===== src/rtl/fifo_wr_arbiter_if.sv =====
// Write-side bundle between NUM_SRC stream sources, the round-robin arbiter and the FIFO write port.
// master = sources plus FIFO side (testbench / surrounding logic), slave = the arbiter.
interface fifo_wr_arbiter_if #(
  parameter int NUM_SRC    = 4,
  parameter int DATA_WIDTH = 64
);
  localparam int ID_WIDTH = $clog2(NUM_SRC);

  logic [NUM_SRC-1:0]            s_valid;
  logic [NUM_SRC-1:0]            s_last;
  logic [NUM_SRC*DATA_WIDTH-1:0] s_data;
  logic [NUM_SRC-1:0]            s_ready;
  logic                          fifo_full;
  logic                          fifo_wen;
  logic [ID_WIDTH+DATA_WIDTH:0]  fifo_wdata;

  modport master (
    output s_valid, s_last, s_data, fifo_full,
    input  s_ready, fifo_wen, fifo_wdata
  );

  modport slave (
    input  s_valid, s_last, s_data, fifo_full,
    output s_ready, fifo_wen, fifo_wdata
  );
endinterface


===== src/rtl/fifo_wr_arbiter.sv =====
// Round-robin scheduler sharing one async FIFO write port among NUM_SRC sources; beats packed as {src_id, last, data}.
// Optional per-grant burst limit enabled by defining FIFO_WR_ARB_BURST_LIMIT_EN.
module fifo_wr_arbiter #(
  parameter int NUM_SRC    = 4,
  parameter int DATA_WIDTH = 64,
`ifdef FIFO_WR_ARB_BURST_LIMIT_EN
  parameter int MAX_BURST  = 16,
`endif
  localparam int ID_WIDTH  = $clog2(NUM_SRC)
) (
  input  logic                 wclk,
  input  logic                 wresetn,
  fifo_wr_arbiter_if.slave     bus,
  output logic                 busy,
  output logic [ID_WIDTH-1:0]  grant_id
);

  typedef enum logic {IDLE, XFER} state_t;

  state_t                       state_reg, state_next;
  logic [ID_WIDTH-1:0]          rr_ptr_reg, rr_ptr_next;
  logic [ID_WIDTH-1:0]          grant_reg, grant_next;
  logic                         wen_reg, wen_next;
  logic [ID_WIDTH+DATA_WIDTH:0] wdata_reg, wdata_next;

  logic [DATA_WIDTH-1:0] src_data [NUM_SRC];
  logic [ID_WIDTH-1:0]   cand_idx [NUM_SRC];
  logic [ID_WIDTH-1:0]   pick;
  logic                  pick_ok;
  logic                  hs;
  logic                  g_last;
  logic [ID_WIDTH-1:0]   grant_inc;

`ifdef FIFO_WR_ARB_BURST_LIMIT_EN
  localparam int CNT_WIDTH = $clog2(MAX_BURST) + 1;
  logic [CNT_WIDTH-1:0] beat_cnt_reg, beat_cnt_next;
`endif

  // cand_idx[k] is the source at priority k: rr_ptr + k, wrapped for non-power-of-two NUM_SRC
  genvar gi;
  generate
    for (gi = 0; gi < NUM_SRC; gi++) begin : g_src
      logic [ID_WIDTH:0] sum;
      assign src_data[gi] = bus.s_data[gi*DATA_WIDTH +: DATA_WIDTH];
      assign sum          = {1'b0, rr_ptr_reg} + (ID_WIDTH+1)'(gi);
      assign cand_idx[gi] = (sum >= (ID_WIDTH+1)'(NUM_SRC))
                            ? ID_WIDTH'(sum - (ID_WIDTH+1)'(NUM_SRC))
                            : sum[ID_WIDTH-1:0];
    end
  endgenerate

  // Scan from lowest priority upward so the highest-priority requester wins last
  always_comb begin
    pick    = '0;
    pick_ok = 1'b0;
    for (int k = NUM_SRC - 1; k >= 0; k--) begin
      if (bus.s_valid[cand_idx[k]]) begin
        pick    = cand_idx[k];
        pick_ok = 1'b1;
      end
    end
  end

  always_comb begin
    bus.s_ready = '0;
    if (state_reg == XFER && !bus.fifo_full) begin
      bus.s_ready[grant_reg] = 1'b1;
    end
  end

  assign hs        = (state_reg == XFER) && bus.s_valid[grant_reg] && !bus.fifo_full;
  assign g_last    = bus.s_last[grant_reg];
  assign grant_inc = (grant_reg == ID_WIDTH'(NUM_SRC - 1)) ? '0 : grant_reg + 1'b1;

  always_comb begin
    state_next  = state_reg;
    rr_ptr_next = rr_ptr_reg;
    grant_next  = grant_reg;
    wen_next    = hs;
    wdata_next  = wdata_reg;
`ifdef FIFO_WR_ARB_BURST_LIMIT_EN
    beat_cnt_next = beat_cnt_reg;
`endif
    case (state_reg)
      IDLE: begin
        if (pick_ok) begin
          grant_next = pick;
          state_next = XFER;
        end
      end
      XFER: begin
        if (hs) begin
          wdata_next = {grant_reg, g_last, src_data[grant_reg]};
`ifdef FIFO_WR_ARB_BURST_LIMIT_EN
          if (g_last || beat_cnt_reg == CNT_WIDTH'(MAX_BURST - 1)) begin
            state_next    = IDLE;
            rr_ptr_next   = grant_inc;
            beat_cnt_next = '0;
          end else begin
            beat_cnt_next = beat_cnt_reg + 1'b1;
          end
`else
          if (g_last) begin
            state_next  = IDLE;
            rr_ptr_next = grant_inc;
          end
`endif
        end
      end
      default: state_next = IDLE;
    endcase
  end

  always_ff @(posedge wclk or negedge wresetn) begin
    if (!wresetn) begin
      state_reg  <= IDLE;
      rr_ptr_reg <= '0;
      grant_reg  <= '0;
      wen_reg    <= 1'b0;
      wdata_reg  <= '0;
`ifdef FIFO_WR_ARB_BURST_LIMIT_EN
      beat_cnt_reg <= '0;
`endif
    end else begin
      state_reg  <= state_next;
      rr_ptr_reg <= rr_ptr_next;
      grant_reg  <= grant_next;
      wen_reg    <= wen_next;
      wdata_reg  <= wdata_next;
`ifdef FIFO_WR_ARB_BURST_LIMIT_EN
      beat_cnt_reg <= beat_cnt_next;
`endif
    end
  end

  assign busy           = (state_reg == XFER);
  assign grant_id       = grant_reg;
  assign bus.fifo_wen   = wen_reg;
  assign bus.fifo_wdata = wdata_reg;

endmodule


===== src/flat_wrapper.sv =====
// flat-port wrapper written by rule: the top's interface ports become plain ports
module fifo_wr_arbiter_flat 
#(
  parameter int NUM_SRC    = 4,
  parameter int DATA_WIDTH = 64,

  localparam int ID_WIDTH  = $clog2(NUM_SRC)
)
  (wclk, wresetn, busy, grant_id, bus_s_valid, bus_s_last, bus_s_data, bus_fifo_full, bus_s_ready, bus_fifo_wen, bus_fifo_wdata);
  fifo_wr_arbiter_if #(.NUM_SRC(NUM_SRC), .DATA_WIDTH(DATA_WIDTH)) bus_i ();
  input  logic wclk;
  input  logic wresetn;
  output logic busy;
  output logic [ID_WIDTH-1:0] grant_id;
  input wire logic [$bits(bus_i.s_valid)-1:0] bus_s_valid;
  input wire logic [$bits(bus_i.s_last)-1:0] bus_s_last;
  input wire logic [$bits(bus_i.s_data)-1:0] bus_s_data;
  input wire logic [$bits(bus_i.fifo_full)-1:0] bus_fifo_full;
  output wire logic [$bits(bus_i.s_ready)-1:0] bus_s_ready;
  output wire logic [$bits(bus_i.fifo_wen)-1:0] bus_fifo_wen;
  output wire logic [$bits(bus_i.fifo_wdata)-1:0] bus_fifo_wdata;
  assign bus_i.s_valid = bus_s_valid;
  assign bus_i.s_last = bus_s_last;
  assign bus_i.s_data = bus_s_data;
  assign bus_i.fifo_full = bus_fifo_full;
  assign bus_s_ready = bus_i.s_ready;
  assign bus_fifo_wen = bus_i.fifo_wen;
  assign bus_fifo_wdata = bus_i.fifo_wdata;
  fifo_wr_arbiter #(.NUM_SRC(NUM_SRC), .DATA_WIDTH(DATA_WIDTH)) u_core (.wclk(wclk), .wresetn(wresetn), .bus(bus_i), .busy(busy), .grant_id(grant_id));
endmodule

===== config.mk =====
export PLATFORM = sky130hd
export DESIGN_NAME = fifo_wr_arbiter_flat
export DESIGN_NICKNAME = d
export VERILOG_FILES = /design/src/rtl/fifo_wr_arbiter_if.sv /design/src/rtl/fifo_wr_arbiter.sv /design/src/flat_wrapper.sv
export SDC_FILE = /design/constraint.sdc
export NUM_CORES = 1
export LEC_CHECK = 0
export ABC_AREA = 1
export BUFFER_PORTS_ARGS = -buffer_cell sky130_fd_sc_hd__buf_4
export CAP_MARGIN = 5
export CORE_AREA = 2 2 134 136
export CTS_BUF_LIST = sky130_fd_sc_hd__clkbuf_8
export DETAILED_ROUTE_END_ITERATION = 12
export DIE_AREA = 0 0 136 138
export GPL_TIMING_DRIVEN = 0
export PLACE_DENSITY_LB_ADDON = 0.15
export SLEW_MARGIN = 25
export SYNTH_ARGS = -nofsm -noshare
export SYNTH_HDL_FRONTEND = slang
export SYNTH_SLANG_ARGS = --single-unit

===== constraint.sdc =====
create_clock -name wclk -period 1.3 [get_ports wclk]
set_input_delay 0.13 -clock wclk [delete_from_list [all_inputs] [get_ports wclk]]
set_output_delay 0.13 -clock wclk [all_outputs]
set_load 0.05 [all_outputs]

Yosys cells after proc, flatten, opt, wreduce, memory -nomap -nowiden
Index checks and enable logic that the tools add are counted.
Widths: inputs -> output; s select.
{"block": "totals", "reg_bits": 73, "out_inout_bits": 75, "wordCells": 70}
{"block": "classes", "n_addsub": 8, "n_lt_le_gt_ge": 11, "eq_ne": 1, "n_mux": 35, "n_bitwise": 2, "reduce_logical": 8}
{"op": "$bmux 64 s2", "n": 1}
{"op": "$mux 64", "n": 2}
{"op": "$mux 2", "n": 9}
{"op": "$lt 2x3->1 const B", "n": 5}
{"op": "$mux 1", "n": 14}
{"op": "$bmux 1 s2", "n": 6}
{"op": "$ge 3x3->1 const B", "n": 4}
{"op": "$sub 2x1->2 const B", "n": 4}
{"op": "$add 2x2->3 const B", "n": 2}
{"op": "$logic_and 1x1->1", "n": 4}
{"op": "$mux 4", "n": 1}
{"op": "$reduce_and 2->1", "n": 2}
{"op": "$add 2x1->3 const B", "n": 1}
{"op": "$ge 2x3->1 const B", "n": 1}
{"op": "$not 2->3", "n": 1}
{"op": "$reduce_and 3->1", "n": 1}
{"op": "$add 2x1->2 const B", "n": 1}
{"op": "$demux 1 s2", "n": 1}
{"op": "$eq 2x2->1 const B", "n": 1}
{"op": "$ge 2x1->1 const B", "n": 1}
{"op": "$pmux 1 s2", "n": 1}
{"op": "$logic_not 1->1", "n": 1}
{"op": "$not 1->1", "n": 1}

Depth between registers and ports, before layout
Gate-level depths: netlist (run 1).
{"block": "logic_depth", "word_depth": 11, "depth_mapped": 11, "ltp_nobuf": 10}

Worst setup path after synthesis (run 1)
OpenSTA, ideal clock, no wires.
{"block": "synth_path", "kind": "register -> output", "startpoint": "register u_core.grant_reg[0], in the netlist u_core.grant_id[0]", "endpoint": "output bus_s_ready[2]", "arrival_time_ns": 2.096, "required_time_ns": 1.170, "slack_ns": -0.926, "path_stages_with_launch": 9, "cell_sequence": "dfrtp_1 buf_6 buf_6 inv_4 buf_12 buf_6 ha_1 inv_1 nor2_1"}
{"block": "synth_via", "elab_chain_len": 5, "elab_cells_between_ends": 6}
{"element": "from (decl)", "line_no": "fifo_wr_arbiter.sv:22", "rtl": "logic [ID_WIDTH-1:0] grant_reg, grant_next;"}
{"element": "from (signal assigned)", "line_no": "fifo_wr_arbiter.sv:127", "rtl": "grant_reg <= grant_next;"}
{"element": "$lt 2x3->1 (implied by the code) or $ge 2x1->1 (tied branches)", "line_no": "fifo_wr_arbiter.sv:67", "rtl": "bus.s_ready[grant_reg] = 1'b1;"}
{"element": "$logic_and 1x1->1 (implied by the code)", "line_no": "fifo_wr_arbiter.sv:67"}
{"element": "$mux 1 (implied by the code)", "line_no": "fifo_wr_arbiter.sv:67"}
{"element": "$demux 1 s2 *"}
{"element": "$mux 4 *", "line_no": "fifo_wr_arbiter.sv:66", "rtl": "if (state_reg == XFER && !bus.fifo_full) begin"}
{"element": "to (decl)", "line_no": "flat_wrapper.sv:19", "rtl": "output wire logic [$bits(bus_i.s_ready)-1:0] bus_s_ready;"}
Mark *: on every way between the ends. The rest lies on a longest branch, timed or not.

Final worst setup path (run 1)
Ends and elaborated chain as after synthesis.

==> out/metrics.cfg, run 1 <==
[drt]
detail-route-antenna-nets=0
first_iter_violations=296
wl_per_cell_um=17.1
avgViaCountPerCell=4.74
dr.pass1.iters=5
wl_mm=23.2
drc=0
num_vias=6442

[synthesis]
ys_seq_elements=73
yosysTopAreaCellShare_pct=36.9
yosysMostFrequentCell=nand2_1
synth_nets=1015
synthTopCellsByArea=dfrtp_1 37%, nand2_1 18%, o21ai_0 11%
synth_area_mm2=0.00495
yosysTopAreaCell=dfrtp_1
ys.flop_type=dfrtp_1
synth.distinct_cells=22
yosys-top-cells-count=238 x nand2_1, 139 x nor2_1, 105 x o21ai_0, 73 x dfrtp_1, 64 x o22ai_1
yosysWarnings=0
synth_edf_count=0
synthCells=744
synth.avg_cell_area_um2=6.66
ys_seq_area_share_pct=36.9
ys_async_sr_fraction_pct=100

[flow_run]
maxCapViolCount=0

[global_route]
top_usage_layer=met2
antenna_found_initial=0
grt_pass1_wl_mm=34.2
grt_use_met1_pct=28.3
grt_max_degree=74
grt_usage_pct=23.6
use_met2_pct=41.2
grt_remaining_overflow=0
grt_pass1_vias=6401
grt_util_met3_pct=5.98

[sta]
fin_crit_ns=1.83
tightestPinTransition_ns=0.727
period_share_pct=141
rsz0062_at_grt=true
setup_slack_ns=-0.534
finalMaxSlewViolations=0
fin_skew_ns=0.0177
setup_viol=78
fmax_mhz=545
hold_viol=0
relSlewSlack_pct=51.5

[floorplanning]
num_io_pins=342
start_util_pct=28.2
core-area_mm2=0.0175
die_area_mm2=0.0188
rows=49
dieWidth_um=136
die_h_um=138

[critical_path]
cp.arrival_ns=1.70
r2r_start=u_core.grant_id[0]
critPathLaunchType=register
required_ns=1.17
worstSetupPathType=register to primary output
r2r-end=u_core.bus.fifo_wdata[15]
worstRegToRegCells=10
r2r_setup_slack_ns=-0.43
worstSetupEndpointType=primary output
cp_max_fo=4

[clocking]
cts-root-buf=clkbuf_8
cts_buffers=9
clock-sinks=73
cts.clk_slew.worst_paths_ns=0.09
clockBufferDepth=2
clk_latency_ns=0.37
htreeDepth=3
cts_tree=yes

[placement]
port_buffers=341
place_hpwl_mm=16.8
place_congestion=0.838
place_area_mm2=0.00791
place_ws_ns=-0.507

[status]
outcome=finished with violations
violations=negative setup slack

[layout]
layout-drive-gt1-share_pct=44.3
stdcell_area_mm2=0.00877
largest_reg_flops=67
nets=1397
fillCellCount=1843
n_antenna_cell=0
area_growth_pct=77.2

[power]
ir_drop_uv=1130
total_power_mw=22.5
power.density_mw_per_mm2=2560
p_leak_nw=4.53

[worst_hold_path]
min-delay-start=bus_s_data[21]
whs_endpoint=u_core.bus.fifo_wdata[21]
hold_class=input pin to register
holdPathStages=5

## per-stage QoR
stage               setup TNS [ns]  instances  utilization (%)  hold WS, ns
global route                -34.17       1360             50.0        0.137
global placement            -28.50       1314             45.1        0.347
detailed placement          -29.22       1314             45.1        0.358
floorplan                   -17.69        744                -       -0.166
CTS                         -35.18       1357             48.6        0.104
finish                      -29.46       1360             50.0        0.124
## layer usage
metal / vias to the layer above / wire length [um]
met4: 0 / 425
met2: 268 / 11400
met1: 2929 / 9620
met3: 24 / 1830
met5: - / 0
li1: 3221 / -
## report_power, final
group	leakage (nW)	total [mW]	switching [mW]	internal, mW
registers	0.903	4.09	0.707	3.38
logic	3.53	16.9	10.7	6.17
clock network	0.0963	1.55	0.889	0.659
## cells by family after synthesis
kind of cell / count (synthesis) / synth area share, %
AND/OR/NAND/NOR: 384 / 29.6
AO/OA/AOI/OAI: 207 / 22.7
buffers and inverters: 76 / 9.85
flip-flops: 73 / 36.9
adder cells (fa/ha/maj): 4 / 1.01
## worst max-delay path: stages, from the launching register on
cell and delay, ns:
dfrtp_2 0.43, buf_12 0.14, buf_12 0.12, clkinv_8 0.04, buf_12 0.10, buf_12 0.11
ha_4 0.12, inv_2 0.04, nor2_4 0.08, buf_8 0.15
## layout by cell type (no fill, tap or decap), types with 2 or more instances in the layout
cell,synthesis,routed
o21ai_0,105,104
ha_4,0,4
dfrtp_1,73,69
buf_4,2,359
nor2_4,1,9
clkinv_8,0,2
nand3_1,4,3
nand2_2,1,18
buf_12,2,10
o21ai_1,35,32
buf_8,4,9
inv_4,2,2
nand2_4,1,10
nand2_1,238,211
inv_2,5,9
clkbuf_8,0,9
clkbuf_1,20,8
dfrtp_2,0,3
inv_1,11,7
nor2_1,139,131
o21ai_2,0,4
buf_2,18,6
clkbuf_2,0,10
clkinv_2,0,4
o22ai_1,64,64
buf_6,12,22
clkbuf_16,0,2
## how the worst max path moves through the flow
stage                       start                       end  slack [ns]
4_1_cts        u_core.grant_id[0]            bus_s_ready[2]       -0.56
5_1_grt        u_core.grant_id[0]            bus_s_ready[2]       -0.58
3_3_place_gp   u_core.grant_id[0]  u_core.bus.fifo_wdata[6]       -0.51
6_report       u_core.grant_id[0]            bus_s_ready[2]       -0.53
2_1_floorplan  u_core.grant_id[0]            bus_s_ready[2]       -0.39
3_5_place_dp   u_core.grant_id[0]  u_core.bus.fifo_wdata[7]       -0.51
## area by class of cell
class / instances / area (um2) / area share (%)
clock buffer: 9 / 124 / 1.41
timing repair buffer: 374 / 2940 / 33.5
inverter: 18 / 105 / 1.20
tap: 229 / 287 / 3.27
sequential: 73 / 1830 / 20.9
buffer: 55 / 548 / 6.25
clock inverter: 7 / 31.3 / 0.357
multi-input combinational: 595 / 2910 / 33.2
## repair_timing
action                                  in CTS  in global routing
pin swaps                                    7                 21
setup buffers                               24                  5
endpoints found under the setup margin      78                 79
hold buffers                                 1                  0
resized for setup                           68                 65
endpoints found under the hold margin       73                  0
gates cloned                                 2                  2
Power figures use the tool's default switching activity.
==> run 2: changes to the inputs <==
--- a/config.mk
+++ b/config.mk
@@ -13,7 +13,6 @@
 export DETAILED_ROUTE_END_ITERATION = 12
 export DIE_AREA = 0 0 136 138
 export GPL_TIMING_DRIVEN = 0
-export PLACE_DENSITY_LB_ADDON = 0.15
 export SLEW_MARGIN = 25
 export SYNTH_ARGS = -nofsm -noshare
 export SYNTH_HDL_FRONTEND = slang
==> run 2 against run 1 <==
  * The run still ends with negative setup slack left
  * Final area is 3.3% higher
  * Critical path depth stayed put
  * Sequential power is 1% lower
  * Clock-buffer cell count is 2 higher
  * Via count is 3.0% higher
  * Total power is 6.1% higher
  * Fmax is 0.11% lower
  * Final cell count is 1.1% higher
  * Register-to-register slack worse by 0.04 ns
  * Clock skew is 0.0093 ns lower
  * First-iteration DRC count is 1.4% lower
  * Largest power group unchanged
==> out/metrics.cfg, run 2 (synthesis gave the netlist of run 1 again) <==
[status]
outcome=finished with violations
violations=negative setup slack

[global_route]
grt_pass1_vias=6524  ; +1.9%
grt_pass1_wl_mm=35.0  ; +2.4%
antenna_found_initial=0  ; unchanged
grt_max_degree=74  ; unchanged
grt_remaining_overflow=0  ; unchanged
grt_usage_pct=24.4  ; +0.73 points

[drt]
num_vias=6638  ; +3.0%
avgViaCountPerCell=4.83  ; +1.9%
first_iter_violations=292  ; -1.4%
detail-route-antenna-nets=0  ; unchanged
dr.pass1.iters=5  ; unchanged
drc=0  ; unchanged
wl_mm=24.5  ; +5.3%
wl_per_cell_um=17.8  ; +4.2%

[floorplanning]
die_h_um=138  ; unchanged
die_area_mm2=0.0188  ; unchanged
rows=49  ; unchanged
core-area_mm2=0.0175  ; unchanged
start_util_pct=28.2  ; unchanged
num_io_pins=342  ; unchanged
dieWidth_um=136  ; unchanged

[power]
p_switching_mw=12.6  ; +2.3%
power_frac_comb_pct=73.4  ; -1.5 points
power.density_mw_per_mm2=2630  ; +2.7%
p_seq_share_pct=16.9  ; -1.3 points
p_leak_nw=4.69  ; +3.5%
switching_share_pct=52.7  ; -1.9 points
clkPwrFrac_pct=9.7  ; +2.8 points
cellInternalPower_mw=11.3  ; +11%
ir_drop_uv=1170  ; +3.4%

[critical_path]
cpPeakStageDelay_ns=0.43  ; about the same
cp.arrival_ns=1.71  ; about the same
required_ns=1.17  ; about the same
worstSetupPathType=register to primary output
path_cells=buf_12 > buf_12 > clkinv_8 > buf_12 > buf_12 > ha_4 > inv_2 > nor2_4 > buf_8
r2r_setup_slack_ns=-0.47  ; -0.04 ns
worstRegToRegCells=10  ; unchanged
crit_top_cell=buf_12
critPathLaunchType=register
r2r-end=u_core.rr_ptr_reg[1]
cp_max_fo=3  ; -1
critPathSlowestCell=dfrtp_2
worstSetupEndpointType=primary output
r2r_start=u_core.grant_id[0]

[layout]
fillCellCount=1794  ; -2.7%
final_cells=1375  ; +1.1%
largest_reg_flops=67  ; unchanged
final_cell_mix=370 x buf_4, 216 x nand2_1, 131 x nor2_1
nets=1412  ; +1.1%
layout-drive-gt1-share_pct=45.2  ; +0.90 points
area_growth_pct=83.0
n_antenna_cell=0  ; unchanged
layout_commonest_cell=buf_4

[clocking]
cts_buffers=9  ; unchanged
cts.clk_slew.worst_paths_ns=0.08  ; about the same
cts-root-buf=clkbuf_8
clockBufferDepth=2  ; unchanged
cts_tree=yes
htreeDepth=3  ; unchanged
clk_latency_ns=0.37  ; about the same
clock-sinks=73  ; unchanged

[sta]
period_share_pct=141  ; +0.16 points
relSlewSlack_pct=52.8  ; +1.2 points
fmax_mhz=545  ; -0.11%
setup_viol=78  ; unchanged
fin_skew_ns=0.00835  ; -0.00933 ns
hold_viol=0  ; unchanged
finalMaxSlewViolations=0  ; unchanged
whs_ns=0.116  ; -0.00798 ns
tightestPinTransition_ns=0.708  ; -0.0186 ns
rsz0062_at_grt=true
fin_crit_ns=1.84  ; +0.00207 ns
setup_slack_ns=-0.536  ; -0.00207 ns

[placement]
dp_cells=1314  ; unchanged
port_buffers=341  ; unchanged
place_ws_ns=-0.519  ; -0.0117 ns
place_hpwl_mm=17.5  ; +3.9%
place_congestion=0.870  ; +3.8%

[worst_hold_path]
hold_class=input pin to register
holdPathStages=5  ; unchanged
whs_endpoint=u_core.bus.fifo_wdata[8]
min-delay-start=bus_s_data[8]

[flow_run]
maxCapViolCount=0  ; unchanged

[run 2: worst max-delay path by stage]
| stage | startpoint | to | slack [ns] | cells after the start |
|---|---|---|---|---|
| 2_1_floorplan | u_core.grant_id[0] | bus_s_ready[2] | -0.39 | 8 |
| 3_5_place_dp | u_core.grant_id[0] | u_core.bus.fifo_wdata[50] | -0.52 | 7 |
| 3_3_place_gp | u_core.grant_id[0] | u_core.bus.fifo_wdata[50] | -0.53 | 7 |
| 6_report | u_core.grant_id[0] | bus_s_ready[0] | -0.54 | 9 |
| 4_1_cts | u_core.grant_id[0] | bus_s_ready[2] | -0.55 | 9 |
| 5_1_grt | u_core.grant_id[0] | bus_s_ready[0] | -0.58 | 9 |
[run 2: through the flow]
step | TNS [ns] | area, um2 | power [mW] | util, %
3_5_place_dp | -28.78 | 7910 | 18.9 | 45.1
2_1_floorplan | -17.69 | 5060 | 14.0 | -
5_1_grt | -35.60 | 9060 | 25.4 | 51.7
6_report | -30.41 | 9060 | 23.9 | 51.7
3_3_place_gp | -29.11 | 7910 | 18.9 | 45.1
4_1_cts | -34.35 | 8650 | 22.8 | 49.3
[run 2: cell type report]
| type | instances | area, um2 | share of cell area (%) |
|---|---|---|---|
| tap | 229 | 287 | 3.16 |
| inverter | 18 | 108 | 1.19 |
| multi-input combinational | 595 | 2930 | 32.3 |
| sequential | 73 | 1830 | 20.2 |
| clock inverter | 5 | 103 | 1.13 |
| buffer | 58 | 564 | 6.23 |
| clock buffer | 11 | 151 | 1.67 |
| timing repair buffer | 386 | 3090 | 34.1 |
[run 2: timing repair]
action	in CTS	in global routing
gates resized for setup	74	73
pin swaps	6	26
hold buffers	1	0
cloned	0	7
setup buffers	33	6
setup endpoints to repair	78	79
endpoints found under the hold margin	73	0
[run 2: power by group through the flow]
stage	Combinational, mW	Clock (mW)	Sequential, mW
6_report	17.5	2.31	4.03
4_1_cts	16.4	2.38	4.01
5_1_grt	18.8	2.48	4.16
2_1_floorplan	6.47	0	7.57
3_3_place_gp	14.9	0	4.04
3_5_place_dp	14.9	0	4.05
[run 2: routing by layer]
| layer | routed length [um] | share of wire, % | GRT usage [%] |
|---|---|---|---|
| met3 | 1980 | 8.1 | 5.90 |
| met4 | 510 | 2.1 | 8.00 |
| met1 | 10000 | 41 | 29.0 |
| met5 | 0 | 0 | 0 |
| met2 | 12000 | 49 | 42.7 |
[run 2: critical path: cells and delay by family (launching register included)]
family	cells	cell delay (ns)
simple gates	1	0.08
flops	1	0.43
buf+inv	7	0.70
fa+ha+maj	1	0.12
==> run 3: changes to the inputs <==
--- a/config.mk
+++ b/config.mk
@@ -6,7 +6,7 @@
 export NUM_CORES = 1
 export LEC_CHECK = 0
 export ABC_AREA = 1
-export BUFFER_PORTS_ARGS = -buffer_cell sky130_fd_sc_hd__buf_4
+export BUFFER_PORTS_ARGS = -buffer_cell sky130_fd_sc_hd__buf_2
 export CAP_MARGIN = 5
 export CORE_AREA = 2 2 134 136
 export CTS_BUF_LIST = sky130_fd_sc_hd__clkbuf_8
@@ -17,3 +17,4 @@
 export SYNTH_ARGS = -nofsm -noshare
 export SYNTH_HDL_FRONTEND = slang
 export SYNTH_SLANG_ARGS = --single-unit
+export TNS_END_PERCENT = 10
==> run 3 against run 2 <==
  * The flow still finishes with violations (negative setup slack)
  * Routed wire length shrank 6.2%
  * Total power is 13% lower
  * First-iteration DRC count fell by 2.4%
  * Die area unchanged
  * Clock-buffer cell count shrank 2
  * Global-route usage decreased by 1.1 points
  * Critical path type unchanged
  * Largest power group unchanged
==> out/metrics.cfg, run 3 (synthesis gave the netlist of run 1 again) <==
[status]
outcome=finished with violations
violations=negative setup slack

[global_route]
grt_max_degree=38  ; -49%
grt_pass1_wl_mm=33.5  ; -4.1%
antenna_found_initial=1  ; +1
grt_remaining_overflow=0  ; unchanged
grt_pass1_vias=6296  ; -3.5%
grt_usage_pct=23.2  ; -1.1 points

[placement]
place_hpwl_mm=17.2  ; -1.7%
place_congestion=0.840  ; -3.5%
port_buffers=341  ; unchanged
place_ws_ns=-0.617  ; -0.0984 ns

[floorplanning]
rows=49  ; unchanged
dieWidth_um=136  ; unchanged
num_io_pins=342  ; unchanged
core-area_mm2=0.0175  ; unchanged
die_h_um=138  ; unchanged
start_util_pct=28.2  ; unchanged
die_area_mm2=0.0188  ; unchanged

[sta]
rsz0062_at_grt=true
tightestPinTransition_ns=0.517  ; -0.191 ns
setup_viol=78  ; unchanged
period_share_pct=141  ; about the same
fmax_mhz=545  ; about the same
hold_viol=0  ; unchanged
finalMaxSlewViolations=0  ; unchanged
fin_crit_ns=1.83  ; -0.000848 ns
relSlewSlack_pct=65.5  ; +13 points
setup_slack_ns=-0.535  ; +0.000848 ns
whs_ns=0.132  ; +0.0162 ns
fin_skew_ns=0.00716  ; -0.00119 ns

[clocking]
clock-sinks=73  ; unchanged
htreeDepth=3  ; unchanged
cts_buffers=9  ; unchanged
clk_latency_ns=0.36  ; about the same
clockBufferDepth=2  ; unchanged
cts.clk_slew.worst_paths_ns=0.08  ; about the same
cts_tree=yes
cts-root-buf=clkbuf_8

[layout]
area_growth_pct=55.3
nets=1390  ; -1.6%
fillCellCount=1914  ; +6.7%
final_cell_mix=339 x buf_2, 236 x nand2_1, 130 x nor2_1
layout-drive-gt1-share_pct=40.7  ; -4.5 points
layout_commonest_cell=buf_2
largest_reg_flops=67  ; unchanged

[power]
power.density_mw_per_mm2=2710  ; +3.1%
ir_drop_uv=1020  ; -13%
p_leak_nw=4.14  ; -12%

[worst_hold_path]
hold_class=input pin to register
holdPathStages=5  ; unchanged
min-delay-start=bus_s_data[18]

[critical_path]
r2r_start=u_core.grant_id[0]
critPathLaunchType=register
crit_top_cell=buf_12
worstSetupPathType=register to primary output
cpPeakStageDelay_ns=0.43  ; about the same
required_ns=1.17  ; about the same
cp_max_fo=5  ; +2
cp.depth=9  ; unchanged
cp.arrival_ns=1.70  ; about the same
worstSetupEndpointType=primary output
worstRegToRegCells=8  ; -2
path_buf_inv=7  ; unchanged
cp_top_family=buffers and inverters
path_cells=buf_12 > buf_12 > clkinv_8 > buf_12 > buf_12 > ha_4 > inv_2 > nor2_4 > buf_8
critPathSlowestCell=dfrtp_2
critPathLaunch=u_core.grant_id[0]

[drt]
dr.pass1.iters=5  ; unchanged
first_iter_violations=285  ; -2.4%
wl_mm=22.9  ; -6.2%
detail-route-antenna-nets=0  ; unchanged
drc=0  ; unchanged
num_vias=6511  ; -1.9%
wl_per_cell_um=16.9  ; -4.8%
avgViaCountPerCell=4.81  ; -0.39%

[flow_run]
maxCapViolCount=0  ; unchanged

## run 3: cell count changes in the layout (fill, tap and decap cells not counted), moves of 5 or more
cell      change
buf_4       -347
buf_2       +332
nand2_1      +20
nand2_4      -17
clkbuf_1     +10
clkbuf_2     -10
buf_8         -5
## run 3: layer usage
metal | routed length, um | vias up | track usage [%] | share of wire, %
li1 | - | 3206 | - | -
met1 | 9610 | 3025 | 28.4 | 42
met2 | 11300 | 254 | 41.0 | 49
met3 | 1610 | 26 | 4.18 | 7.0
met4 | 444 | 0 | 7.35 | 1.9
met5 | 0 | - | 0 | 0
## run 3: power by group
| part | switching (mW) | total [mW] | internal [mW] |
|---|---|---|---|
| logic | 10.3 | 15.3 | 4.97 |
| clock network | 0.903 | 1.56 | 0.660 |
| registers | 0.618 | 3.99 | 3.38 |
| total | 11.9 | 20.9 | 9.00 |
## run 3: worst reg2reg max path, stage by stage, from the launching register on
cell and delay (ns):
dfrtp_2 0.43, buf_12 0.14, buf_12 0.13, clkinv_8 0.05, clkbuf_1 0.40, o21ai_0 0.23
o22ai_1 0.19, nand2_1 0.10, nand2_1 0.06
## run 3: per-stage QoR
stage                     instance area (um2)  power (mW)  utilization, %  instances  setup TNS, ns
after CTS                                7500        20.5            42.8       1347         -32.97
after global routing                     7690        22.4            43.8       1354         -36.39
after global placement                   7040        17.9            40.1       1314         -62.32
after floorplan                          5040        14.0               -        744         -17.19
after detailed placement                 7060        18.0            40.3       1315         -31.80
final                                    7690        20.9            43.8       1354         -28.14
## run 3: worst paths after layout
kind                                             end  slack (ns)
max                                   bus_s_ready[0]       -0.53
min                        u_core.bus.fifo_wdata[18]        0.13
max reg2reg                 u_core.bus.fifo_wdata[3]       -0.47
min reg2reg                u_core.bus.fifo_wdata[44]        0.48
max in group asynchronous  u_core.bus.fifo_wdata[13]        0.44
min in group asynchronous  u_core.bus.fifo_wdata[47]        0.27
## run 3: layout make-up
cell class              instances  area, um2  area share, %
repair buffers                365       2030           26.4
multi-input cells             595       2760           35.9
clock inverters                 7       31.3          0.407
flip-flops and latches         73       1830           23.8
well taps                     229        287           3.73
inverters                      18       90.1           1.17
clock buffers                   9        124           1.61
plain buffers                  57        531           6.90
diodes                          1       2.50         0.0325
## run 3: what timing repair did
action                                  4_1_cts  5_1_grt
hold endpoints to repair                     36        0
pin swaps                                     2        1
endpoints found under the setup margin       78       79
setup buffers                                15        4
resized for setup                            47       30
cloned                                        0        3
hold buffers                                  1        0
